File: src/rtl/nios2_hello_ram_arbiter_if.sv
// Avalon-style master port bundle for one requester of the shared program/data RAM.
interface nios2_hello_ram_arbiter_if #(
   parameter int ADDR_W = 13
) ();
   logic [ADDR_W-1:0] address;
   logic [3:0]        byteenable;
   logic              read;
   logic              write;
   logic [31:0]       writedata;
   logic              lock;
   logic              waitrequest;
   logic [31:0]       readdata;
   logic              readdatavalid;

   modport master (
      output address, byteenable, read, write, writedata, lock,
      input  waitrequest, readdata, readdatavalid
   );

   modport slave (
      input  address, byteenable, read, write, writedata, lock,
      output waitrequest, readdata, readdatavalid
   );
endinterface

File: src/rtl/nios2_hello_ram_arbiter.sv
// Round-robin arbiter placing the Nios II data master (m0) and a secondary master (m1)
// in front of a single-port RAM, with burst limiting, lock, and out-of-range protection.
module nios2_hello_ram_arbiter #(
   parameter int ADDR_W    = 13,
   parameter int DEPTH     = 5120,
   parameter int MAX_BURST = 8
) (
   input  logic                clk,
   input  logic                reset,
   nios2_hello_ram_arbiter_if.slave m0,
   nios2_hello_ram_arbiter_if.slave m1,
   output logic [ADDR_W-1:0]   ram_address,
   output logic [3:0]          ram_byteenable,
   output logic                ram_chipselect,
   output logic                ram_write,
   output logic [31:0]         ram_writedata,
   output logic                ram_clken,
   input  logic [31:0]         ram_readdata,
   input  logic                ram_reset_req,
   input  logic                err_clear,
   output logic                err_flag,
   output logic [ADDR_W-1:0]   err_addr,
   output logic                err_master
);
   typedef enum logic [1:0] {
      OWN_NONE = 2'd0,
      OWN_M0   = 2'd1,
      OWN_M1   = 2'd2
   } owner_t;

   localparam logic [7:0]  BURST_LIM = 8'(MAX_BURST);
   localparam logic [31:0] DEPTH_W   = 32'(DEPTH);

   owner_t     owner_r;
   logic       last_r;
   logic [7:0] run_cnt_r;
   logic [1:0] rd_pend_r;
   logic [1:0] rd_oor_r;

   logic req0_s, req1_s;
   logic grant0_s, grant1_s, grant_any_s;
   logic in_range_s, gnt_write_s, gnt_read_s, err_event_s;

   function automatic logic [7:0] sat_inc(input logic [7:0] v);
      return (v == 8'hFF) ? v : v + 8'd1;
   endfunction

   assign req0_s      = m0.read | m0.write;
   assign req1_s      = m1.read | m1.write;
   assign grant_any_s = grant0_s | grant1_s;

   // Grant decision: owner retention first, then round-robin on contention.
   always_comb begin
      grant0_s = 1'b0;
      grant1_s = 1'b0;
      if (reset || ram_reset_req) begin
         grant0_s = 1'b0;
         grant1_s = 1'b0;
      end else if (owner_r == OWN_M0 && req0_s &&
                   (!req1_s || run_cnt_r < BURST_LIM || m0.lock)) begin
         grant0_s = 1'b1;
      end else if (owner_r == OWN_M1 && req1_s &&
                   (!req0_s || run_cnt_r < BURST_LIM || m1.lock)) begin
         grant1_s = 1'b1;
      end else if (req0_s && req1_s) begin
         if (last_r) begin
            grant0_s = 1'b1;
         end else begin
            grant1_s = 1'b1;
         end
      end else if (req0_s) begin
         grant0_s = 1'b1;
      end else if (req1_s) begin
         grant1_s = 1'b1;
      end else begin
         grant0_s = 1'b0;
         grant1_s = 1'b0;
      end
   end

   // RAM-side mux; m0 drives the address/data buses whenever m1 is not granted.
   always_comb begin
      ram_address    = m0.address;
      ram_byteenable = m0.byteenable;
      ram_writedata  = m0.writedata;
      gnt_write_s    = grant0_s & m0.write;
      gnt_read_s     = grant0_s & m0.read & ~m0.write;
      if (grant1_s) begin
         ram_address    = m1.address;
         ram_byteenable = m1.byteenable;
         ram_writedata  = m1.writedata;
         gnt_write_s    = m1.write;
         gnt_read_s     = m1.read & ~m1.write;
      end else begin
         gnt_write_s    = grant0_s & m0.write;
      end
   end

   assign in_range_s     = 32'(ram_address) < DEPTH_W;
   assign err_event_s    = grant_any_s & ~in_range_s;
   assign ram_chipselect = grant_any_s & in_range_s;
   assign ram_write      = ram_chipselect & gnt_write_s;
   assign ram_clken      = 1'b1;

   assign m0.waitrequest   = req0_s & ~grant0_s;
   assign m1.waitrequest   = req1_s & ~grant1_s;
   assign m0.readdatavalid = rd_pend_r[0];
   assign m1.readdatavalid = rd_pend_r[1];
   // Out-of-range reads never touched the RAM, so its stale q must be masked.
   assign m0.readdata      = rd_oor_r[0] ? 32'd0 : ram_readdata;
   assign m1.readdata      = rd_oor_r[1] ? 32'd0 : ram_readdata;

   // Ownership FSM with burst run counter.
   always_ff @(posedge clk or posedge reset) begin
      if (reset) begin
         owner_r   <= OWN_NONE;
         last_r    <= 1'b1;
         run_cnt_r <= 8'd0;
      end else if (grant0_s) begin
         owner_r   <= OWN_M0;
         last_r    <= 1'b0;
         run_cnt_r <= (owner_r != OWN_M0) ? 8'd1 : sat_inc(run_cnt_r);
      end else if (grant1_s) begin
         owner_r   <= OWN_M1;
         last_r    <= 1'b1;
         run_cnt_r <= (owner_r != OWN_M1) ? 8'd1 : sat_inc(run_cnt_r);
      end else begin
         owner_r   <= OWN_NONE;
         run_cnt_r <= 8'd0;
      end
   end

   // Read-return tracking, one slot per master, with the range status alongside.
   always_ff @(posedge clk or posedge reset) begin
      if (reset) begin
         rd_pend_r <= 2'b00;
         rd_oor_r  <= 2'b00;
      end else begin
         rd_pend_r <= {grant1_s & gnt_read_s, grant0_s & gnt_read_s};
         rd_oor_r  <= {grant1_s & gnt_read_s & ~in_range_s,
                       grant0_s & gnt_read_s & ~in_range_s};
      end
   end

   // Sticky first-error capture; a new error in the clearing cycle is kept.
   always_ff @(posedge clk or posedge reset) begin
      if (reset) begin
         err_flag   <= 1'b0;
         err_addr   <= '0;
         err_master <= 1'b0;
      end else if (err_event_s && (!err_flag || err_clear)) begin
         err_flag   <= 1'b1;
         err_addr   <= ram_address;
         err_master <= grant1_s;
      end else if (err_clear) begin
         err_flag   <= 1'b0;
         err_addr   <= '0;
         err_master <= 1'b0;
      end
   end
endmodule

File: src/flat_wrapper.sv
// flat-port wrapper written by rule: the top's interface ports become plain ports
module nios2_hello_ram_arbiter_flat 
#(
   parameter int ADDR_W    = 13,
   parameter int DEPTH     = 5120,
   parameter int MAX_BURST = 8
)
  (clk, reset, ram_address, ram_byteenable, ram_chipselect, ram_write, ram_writedata, ram_clken, ram_readdata, ram_reset_req, err_clear, err_flag, err_addr, err_master, m0_address, m0_byteenable, m0_read, m0_write, m0_writedata, m0_lock, m0_waitrequest, m0_readdata, m0_readdatavalid, m1_address, m1_byteenable, m1_read, m1_write, m1_writedata, m1_lock, m1_waitrequest, m1_readdata, m1_readdatavalid);
  nios2_hello_ram_arbiter_if #(.ADDR_W(ADDR_W)) m0_i ();
  nios2_hello_ram_arbiter_if #(.ADDR_W(ADDR_W)) m1_i ();
  input  logic clk;
  input  logic reset;
  output logic [ADDR_W-1:0] ram_address;
  output logic [3:0] ram_byteenable;
  output logic ram_chipselect;
  output logic ram_write;
  output logic [31:0] ram_writedata;
  output logic ram_clken;
  input  logic [31:0] ram_readdata;
  input  logic ram_reset_req;
  input  logic err_clear;
  output logic err_flag;
  output logic [ADDR_W-1:0] err_addr;
  output logic err_master;
  input wire logic [$bits(m0_i.address)-1:0] m0_address;
  input wire logic [$bits(m0_i.byteenable)-1:0] m0_byteenable;
  input wire logic [$bits(m0_i.read)-1:0] m0_read;
  input wire logic [$bits(m0_i.write)-1:0] m0_write;
  input wire logic [$bits(m0_i.writedata)-1:0] m0_writedata;
  input wire logic [$bits(m0_i.lock)-1:0] m0_lock;
  output wire logic [$bits(m0_i.waitrequest)-1:0] m0_waitrequest;
  output wire logic [$bits(m0_i.readdata)-1:0] m0_readdata;
  output wire logic [$bits(m0_i.readdatavalid)-1:0] m0_readdatavalid;
  input wire logic [$bits(m1_i.address)-1:0] m1_address;
  input wire logic [$bits(m1_i.byteenable)-1:0] m1_byteenable;
  input wire logic [$bits(m1_i.read)-1:0] m1_read;
  input wire logic [$bits(m1_i.write)-1:0] m1_write;
  input wire logic [$bits(m1_i.writedata)-1:0] m1_writedata;
  input wire logic [$bits(m1_i.lock)-1:0] m1_lock;
  output wire logic [$bits(m1_i.waitrequest)-1:0] m1_waitrequest;
  output wire logic [$bits(m1_i.readdata)-1:0] m1_readdata;
  output wire logic [$bits(m1_i.readdatavalid)-1:0] m1_readdatavalid;
  assign m0_i.address = m0_address;
  assign m0_i.byteenable = m0_byteenable;
  assign m0_i.read = m0_read;
  assign m0_i.write = m0_write;
  assign m0_i.writedata = m0_writedata;
  assign m0_i.lock = m0_lock;
  assign m0_waitrequest = m0_i.waitrequest;
  assign m0_readdata = m0_i.readdata;
  assign m0_readdatavalid = m0_i.readdatavalid;
  assign m1_i.address = m1_address;
  assign m1_i.byteenable = m1_byteenable;
  assign m1_i.read = m1_read;
  assign m1_i.write = m1_write;
  assign m1_i.writedata = m1_writedata;
  assign m1_i.lock = m1_lock;
  assign m1_waitrequest = m1_i.waitrequest;
  assign m1_readdata = m1_i.readdata;
  assign m1_readdatavalid = m1_i.readdatavalid;
  nios2_hello_ram_arbiter #(.ADDR_W(ADDR_W), .DEPTH(DEPTH), .MAX_BURST(MAX_BURST)) u_core (.clk(clk), .reset(reset), .m0(m0_i), .m1(m1_i), .ram_address(ram_address), .ram_byteenable(ram_byteenable), .ram_chipselect(ram_chipselect), .ram_write(ram_write), .ram_writedata(ram_writedata), .ram_clken(ram_clken), .ram_readdata(ram_readdata), .ram_reset_req(ram_reset_req), .err_clear(err_clear), .err_flag(err_flag), .err_addr(err_addr), .err_master(err_master));
endmodule
File: config.mk
export PLATFORM = sky130hd
export DESIGN_NAME = nios2_hello_ram_arbiter_flat
export DESIGN_NICKNAME = d
export VERILOG_FILES = /design/src/rtl/nios2_hello_ram_arbiter_if.sv /design/src/rtl/nios2_hello_ram_arbiter.sv /design/src/flat_wrapper.sv
export SDC_FILE = /design/constraint.sdc
export NUM_CORES = 1
export LEC_CHECK = 0
export BUFFER_PORTS_ARGS = -buffer_cell sky130_fd_sc_hd__buf_4
export CORE_AREA = 2 2 105 107
export CTS_CLUSTER_DIAMETER = 200
export DETAILED_ROUTE_END_ITERATION = 8
export DIE_AREA = 0 0 107 109
export PLACE_DENSITY_LB_ADDON = 0.05
export SYNTH_ARGS = -nofsm -noshare
export SYNTH_HDL_FRONTEND = slang
export SYNTH_SLANG_ARGS = --single-unit
File: constraint.sdc
create_clock -name clk -period 2.9 [get_ports clk]
set_clock_uncertainty 0.15 [all_clocks]
set_input_delay 0.29 -clock clk [delete_from_list [all_inputs] [get_ports clk]]
set_output_delay 0.29 -clock clk [all_outputs]
set_load 0.01 [all_outputs]
==> results.txt <==
Full die area = 0.0117 mm²
Net Sw Power = 474 µW
Pwr dens = 317 mW/mm²
DR vias/cell = 4.32
Cell leakage power = 0.00248 µW
Worst-path clk slew = 70 ps
First-pass GRT wire length = 16200 µm
Chip width = 107 µm
IO Pins = 275
Clock share of power = 22.3%
Most common cell after layout, fill and taps aside = buf_4
Seq/Total Area, Yosys = 29.6%
Fin crit period = 2780 ps
Routed Wire Length = 11800 µm
Final Max Tran Viols = 0
Final Hold Fails = 0
Rows = 38
Antenna violations before repair = 0
CTS Buffer Depth = 2
Vias in the first global route = 2824
WP data arrival = 2340 ps
Largest net degree at the start of global routing = 33
Share of layout cells above drive strength 1 = 67.0%
Destination of the critical timing path = ram_write
Fin crit share = 95.8%
Starting Density = 24.0%
Worst reg-to-reg setup slack = 410 ps
Fin worst setup slack = 122 ps
Register bit total from synthesis = 30
Status = complete, no violations
Cts bufs inserted = 5
Area of the core = 0.0106 mm²
P_int = 1080 µW
Peak VDD IR = 214 µV
Antenna Cells = 0
FMAX = 360 MHz
Endpoint class of the critical path = output port
Clock Latency Late Sink = 280 ps
Die H = 109 µm
IO Port Bufs = 273
Clk root buf = clkbuf_8
Routed Antenna Nets = 0
Sw Ratio = 30.6%
Ys Warns = 0
WL per Instance = 17.3 µm
DRC viols = 0
Worst setup path start = u_core.run_cnt_r[7]
Setup Slack @ Placement = 111 ps
Post-Synthesis Cell Area = 0.00254 mm²
Async S/R FF share, synth = 100%
First-pass detailed-route iteration total = 4
Via count = 2935
Count of flip-flops with a built-in enable after synthesis = 0
Cell count of the worst reg-to-reg path = 7
Hold WC Path Type = input port to register
Critical path class = register to output port
Clock sinks = 30
Synth Flop Type = dfrtp_1
Max-Cap Viols = 0
Syn avg cell area = 9.59 µm²
Largest fanout on the critical path = 6
Setup_tns = 0 ps
CTS tree = built
R2r endpoint = u_core.err_addr[9]
Initial DRC count = 107
Cell variety after synth = 41
Total Nets Final = 680
Logic pwr share = 47.9%
Post-DP HPWL = 10000 µm
Worst slew pin tran = 583 ps
Post-Syn Instances = 265
H-tree levels = 2
Commonest cells after routing, fill and taps aside = buf_4 (278), nor2b_1 (79), mux2_2 (54), dfrtp_1 (29), nor2_1 (17)
Startpoint type of the worst setup path = register
RSZ-0062 raised after global routing = no
Gpl congestion = 0.775
Sequential Power Share = 29.8%
GRT Total Usage = 18.2%
Setup Viol. Count Final = 0
Required @ worst endpoint = 2460 ps
Reg2reg start = u_core.run_cnt_r[7]
Synthesized net count = 406
Slew HR = 60.8%
P&R area growth vs syn = 92.3%
Grt ovf = 0
[per-stage QoR]
stage | utilization, % | power, µW | cell area (µm²) | hold slack (ps) | cells
after floorplan | - | 795 | 2540 | 213 | 265
after global placement | 44.5 | 1200 | 4720 | 120 | 668
after detailed placement | 44.5 | 1200 | 4720 | 120 | 668
after CTS | 45.6 | 1560 | 4840 | 57.3 | 679
after global routing | 46.1 | 1630 | 4890 | 66.3 | 680
final | 46.1 | 1550 | 4890 | 66.2 | 680
[critical path, cell delays in order, from the launching register on]
cell	delay, ps
dfrtp_1	430
nor3_4	220
nand3_1	130
a21o_4	260
nor2_4	210
mux2_2	420
a31o_2	240
buf_4	140
[synth_stat cells, drive strengths merged, types with 2 or more instances]
library cell	n	area [µm²]
mux2	62	728
o21ai	12	63.8
dfrtp	29	726
nand2	4	15.0
nand2b	5	38.8
nand3	4	20.0
mux2i	2	20.0
a21oi	3	15.0
xor2	2	17.5
nor3	3	15.0
inv	3	11.3
clkbuf	7	26.3
buf	8	75.1
nor2b	79	494
a21o	2	15.0
and3	3	18.8
nor2	20	77.6
[area by class of cell]
cell class,instances,area [µm²]
sequential,30,752
fill,1032,5710
timing repair buffer,282,2150
inverter,3,11.3
multi-input combinational,217,1710
tap,140,175
clock buffer,8,90.1
[how the worst min path moves through the flow]
stage	start	slack [ps]	end	cells after the start
after detailed placement	reset	120	u_core.run_cnt_r[2]	2
after global routing	m1_write	70	u_core.rd_pend_r[1]	2
final	m1_write	70	u_core.rd_pend_r[1]	2
after floorplan	m1_write	210	u_core.rd_oor_r[1]	1
after global placement	reset	120	u_core.run_cnt_r[1]	2
after CTS	m1_write	60	u_core.rd_pend_r[1]	2
[layer usage]
| metal | track usage, % | share of wire (%) | wire length, µm | vias up |
|---|---|---|---|---|
| li1 | - | - | - | 1438 |
| met4 | 4.36 | 1.0 | 123 | 0 |
| met3 | 5.14 | 8.0 | 936 | 8 |
| met1 | 22.6 | 41 | 4840 | 1365 |
| met5 | 0 | 0 | 0 | - |
| met2 | 31.4 | 50 | 5860 | 124 |
[power groups by stage]
stage / logic, µW / clock network [µW] / registers [µW]
finish: 742 / 346 / 462
global route: 795 / 372 / 464
detailed placement: 733 / 0 / 468
global placement: 731 / 0 / 469
CTS: 740 / 357 / 461
floorplan: 323 / 0 / 472
[registers in the layout, summed over array words and instances, names as in the netlist]
signal / cells
u_core.err_addr: 13
u_core.rd_pend_r: 2
u_core.err_flag: 1
u_core.err_master: 1
u_core.run_cnt_r: 8
u_core.owner_r: 2
u_core.last_r: 1
u_core.rd_oor_r: 2
[what timing repair did]
action                                 4_1_cts  5_1_grt
setup endpoints to repair                   47       63
hold buffers                                 1        0
endpoints found under the hold margin        7        0
pin swaps                                    1        2
resized for setup                            0        6
buffers inserted                             2        1
[cells by family after synthesis]
kind of cell	synth area share, %
buffers and inverters	4.43
xor gates and xnor gates	1.03
DFF	29.6
and+or+nand+nor	28.7
other	0.147
AOI/OAI and AO/OA	6.15
muxes	29.4
adders and majority gates	0.492
(Power assumes the default switching activity.)
